[config.mk]
export PLATFORM = sky130hd
export DESIGN_NAME = data_memory_loader
export DESIGN_NICKNAME = d
export VERILOG_FILES = /design/src/rtl/maxnet_pkg.sv /design/src/rtl/data_memory_loader.sv
export SDC_FILE = /design/constraint.sdc
export NUM_CORES = 1
export LEC_CHECK = 0
export BUFFER_PORTS_ARGS = -buffer_cell sky130_fd_sc_hd__buf_2
export CAP_MARGIN = 20
export CORE_MARGIN = 2
export CORE_UTILIZATION = 55
export DETAILED_ROUTE_END_ITERATION = 10
export MAX_ROUTING_LAYER = met4
export PLACE_DENSITY = 0.91
export RECOVER_POWER = 25
export SYNTH_ARGS = -nofsm -noshare
export SYNTH_HDL_FRONTEND = slang
export SYNTH_SLANG_ARGS = --single-unit
export TNS_END_PERCENT = 30
[constraint.sdc]
create_clock -name clk -period 4.3 [get_ports clk]
set_input_delay 0.86 -clock clk [delete_from_list [all_inputs] [get_ports clk]]
set_output_delay 0.86 -clock clk [all_outputs]
set_load 0.01 [all_outputs]
[src/rtl/maxnet_pkg.sv]
// Shared Maxnet parameters and the loader state encoding.
package maxnet_pkg;

    localparam int WIDTH = 4;
    localparam int DEPTH = 4;

    typedef enum logic [1:0] {
        IDLE = 2'd0,
        LOAD = 2'd1,
        DONE = 2'd2
    } state_t;

endpackage

[src/rtl/data_memory_loader.sv]
// Sequentially loads DEPTH values from a valid/ready stream, then exposes
// them in parallel and accepts random-access write-back from the datapath.
module data_memory_loader
    import maxnet_pkg::*;
#(
    parameter int WIDTH  = maxnet_pkg::WIDTH,
    parameter int DEPTH  = maxnet_pkg::DEPTH,
    parameter int ADDR_W = $clog2(DEPTH)
) (
    input  logic                         clk,
    input  logic                         rst,
    input  logic                         start,
    input  logic                         in_valid,
    input  logic [WIDTH-1:0]             in_data,
    output logic                         in_ready,
    input  logic                         wr_en,
    input  logic [ADDR_W-1:0]            wr_addr,
    input  logic [WIDTH-1:0]             wr_data,
    output logic [DEPTH-1:0][WIDTH-1:0]  entries,
    output logic                         load_done,
    output logic                         busy
);

    localparam logic [ADDR_W-1:0] LAST = ADDR_W'(DEPTH - 1);

    state_t                       state;
    logic [ADDR_W-1:0]            idx;
    logic [DEPTH-1:0][WIDTH-1:0]  mem;

    assign entries = mem;

    // Status outputs are registered alongside the state so they always agree with it.
    always_ff @(posedge clk or negedge rst) begin
        if (!rst) begin
            state     <= IDLE;
            idx       <= '0;
            mem       <= '0;
            in_ready  <= 1'b0;
            busy      <= 1'b0;
            load_done <= 1'b0;
        end else begin
            case (state)
                IDLE: begin
                    if (start) begin
                        state    <= LOAD;
                        idx      <= '0;
                        in_ready <= 1'b1;
                        busy     <= 1'b1;
                    end
                end
                LOAD: begin
                    if (in_valid && in_ready) begin
                        mem[idx] <= in_data;
                        if (idx == LAST) begin
                            state     <= DONE;
                            idx       <= '0;
                            in_ready  <= 1'b0;
                            busy      <= 1'b0;
                            load_done <= 1'b1;
                        end else begin
                            idx <= idx + ADDR_W'(1);
                        end
                    end
                end
                DONE: begin
                    // A restart wins over a same-cycle write-back.
                    if (start) begin
                        state     <= LOAD;
                        idx       <= '0;
                        in_ready  <= 1'b1;
                        busy      <= 1'b1;
                        load_done <= 1'b0;
                    end else if (wr_en) begin
                        mem[wr_addr] <= wr_data;
                    end
                end
                default: begin
                    state     <= IDLE;
                    idx       <= '0;
                    in_ready  <= 1'b0;
                    busy      <= 1'b0;
                    load_done <= 1'b0;
                end
            endcase
        end
    end

endmodule
==> impl_metrics.ini <==
[clock_tree]
cts_hold_buf = 0
cts_root_buffer = clkbuf_4
cts.sinks = 22
cts_buffer_depth = 2
htree_levels = 1
cts_resized = 0
postCtsSetupBuffers = 0
numCtsBuffers = 3
path_clk_slew_ps = 110
cts_tree = done
worstSkewPairLatency_ps = 310

[worst_setup_path]
crit_path_end_kind = flop
cp_data_arrival_time_ps = 2120
r2r_setup_slack_ps = 2510
critical_path_buf_inv_count = 1
crit_fanout = 4
crit_required_ps = 4510
cpPeakStageDelay_ps = 430
cp_top_family = compound AO/OA/AOI/OAI gates
reg2regPathDepth = 4
critPathKind = in2reg
crit_start = start
critical-path-slowest-cell = o32a_2
r2r_end = entries[5]$_DFFE_PN0P_
crit_path_start_kind = input pin
crit_chain = buf_2 -> nand2b_1 -> o32a_2 -> a21oi_4 -> mux2_2
r2r-start = state[0]$_DFFE_PN0P_

[drt]
drc = 0
drtIter0Drc = 29
vias = 1007
ant_nets = 0
routed_wl_um = 2490
wl_per_cell_um = 14.6
avgViaCountPerCell = 5.89
dr.pass1.iters = 4

[floorplan]
ios = 34
dieArea_sq_um = 2720
initial_core_util_pct = 58.1
core-area_sq_um = 2190
dieHeight_um = 52.1
dieWidth_um = 52.1
row_count = 17

[timing]
hold-worst-slack_ps = 515
min_period_ps = 1920
tns_ps = 0
fmax_mhz = 521
worst_pin_slew_ps = 1140
finClkSkew_ps = 4.24
post-route-period-util_pct = 44.6
maxSlewHeadroom_pct = 23.8
slew_viol_final = 0
finalHoldViolCount = 0
setup_violations = 0
rsz0062_at_grt = false

[cells_and_area]
diodes = 0
area_growth_pct = 15.2
finalInstanceArea_sq_um = 1470
finalNetCount = 164
drive_gt1_share_pct = 40.6

[min_path]
min_to = entries[10]$_DFFE_PN0P_
min_path_type = reg2reg
hp-start = entries[10]$_DFFE_PN0P_
holdPathStages = 1

[power]
p_clk_share_pct = 14.7
p_switching_uw = 234
p_comb_share_pct = 39.6
peakVddDrop_mv = 0.268
intPower_uw = 402
p_leak_nw = 0.714
total_power_uw = 637
power_density_nw_per_um2 = 434
seqPwrFrac_pct = 45.7
p_sw_share_pct = 36.8

[grt]
grt_antenna_before_repair = 0
grt_pass1_vias = 939
grt-ovfl-total = 0
grt_max_degree = 23
grt_pass1_wl_um = 4170
track_usage_pct = 22.1

[synth]
syn_inst = 111
ys_seq_area_share_pct = 43.2
ys_ff_latch = 22
synth_cell_types = 24
synth_edf_count = 0
syn-cell-area_sq_um = 1270
avgSynthCellArea_sq_um = 11.5
syn_nets = 130
async_reset_ff_share_pct = 100
yosys_warnings = 0
synth-main-ff-cell = dfrtp_1

[placement]
gp_congestion = 0.859
dp_hpwl_um = 1880
io_buffers = 33
placed_cell_area_sq_um = 1450

[job]
drv_cap = 0

[run_status]
outcome = completed
[synth_stat cells (2+ instances only)]
| cell type | count | area share [%] |
|---|---|---|
| and2_1 | 5 | 2.5 |
| o21ai_0 | 3 | 1.2 |
| dfrtp_1 | 22 | 43 |
| a21oi_4 | 4 | 5.1 |
| mux2_2 | 15 | 13 |
| nand2_1 | 13 | 3.8 |
| nor2_1 | 3 | 0.88 |
| a21oi_1 | 3 | 1.2 |
| ha_1 | 4 | 3.9 |
| nand2b_1 | 3 | 1.5 |
| buf_4 | 3 | 1.8 |
| inv_1 | 4 | 1.2 |
| and2b_2 | 2 | 1.4 |
| o22ai_1 | 2 | 0.98 |
| a32o_1 | 16 | 13 |
[stage by stage]
step,cells,worst slack [ps],util [%]
6_report,171,2380,67.0
5_1_grt,171,2350,67.0
4_1_cts,171,2390,67.0
3_5_place_dp,168,2050,66.0
3_3_place_gp,168,2070,66.0
2_1_floorplan,111,2250,-
[placed cells by master (no fill, tap or decap)]
master and n:
and2b_2 2, mux2_2 15, nor2_1 3, o22ai_1 2
a21oi_4 4, dfrtp_1 22, mux2_4 1, nor2b_1 1
and3_1 1, ha_1 4, nand3b_1 1, mux2i_1 1
o32a_2 1, buf_2 32, nor3_1 1, nand3_1 1
clkbuf_4 3, nand2b_1 3, a32o_1 16, inv_1 4
a21oi_1 3, o21ai_0 3, and2_1 5, clkbuf_1 1
nand2_1 13
[state kept, by name, indices dropped and copies added, names as in the netlist]
signal,cells
busy,1
entries,16
idx,2
load_done,1
state,2
[logic make-up after synthesis]
| logic type | synth area share [%] |
|---|---|
| flip-flops | 43.2 |
| AND/OR/NAND/NOR | 12.4 |
| multiplexers | 15.2 |
| buffers and inverters | 3.34 |
| AO/OA/AOI/OAI | 21.9 |
| adder cells (fa/ha/maj) | 3.93 |
[metal layers]
layer | GRT usage [%] | wire [um] | vias up
li1 | - | - | 481
met1 | 29.3 | 1100 | 481
met2 | 30.6 | 1180 | 38
met3 | 3.74 | 131 | 7
met4 | 15.8 | 83 | 0
met5 | - | 0 | -
[worst max-delay path by stage]
stage                        endpoint  cells past startpoint
2_1_floorplan  entries[4]$_DFFE_PN0P_                      4
3_3_place_gp   entries[6]$_DFFE_PN0P_                      5
3_5_place_dp   entries[6]$_DFFE_PN0P_                      5
4_1_cts        entries[5]$_DFFE_PN0P_                      5
5_1_grt        entries[5]$_DFFE_PN0P_                      5
6_report       entries[5]$_DFFE_PN0P_                      5
[cell type report]
| cell class | instances | area [sq um] |
|---|---|---|
| clock buffers | 3 | 22.5 |
| flip-flops and latches | 22 | 551 |
| well taps | 28 | 35.0 |
| fillers | 169 | 723 |
| multi-input cells | 81 | 681 |
| repair buffers | 33 | 164 |
| inverters | 4 | 15.0 |
[power by group through the flow]
stage / clock network [mW] / registers [mW] / logic (mW)
3_3_place_gp: 0 / 0.293 / 0.247
6_report: 0.0935 / 0.291 / 0.252
3_5_place_dp: 0 / 0.296 / 0.252
5_1_grt: 0.104 / 0.300 / 0.280
4_1_cts: 0.0986 / 0.292 / 0.255
2_1_floorplan: 0 / 0.301 / 0.172
(Power assumes the default switching activity.)
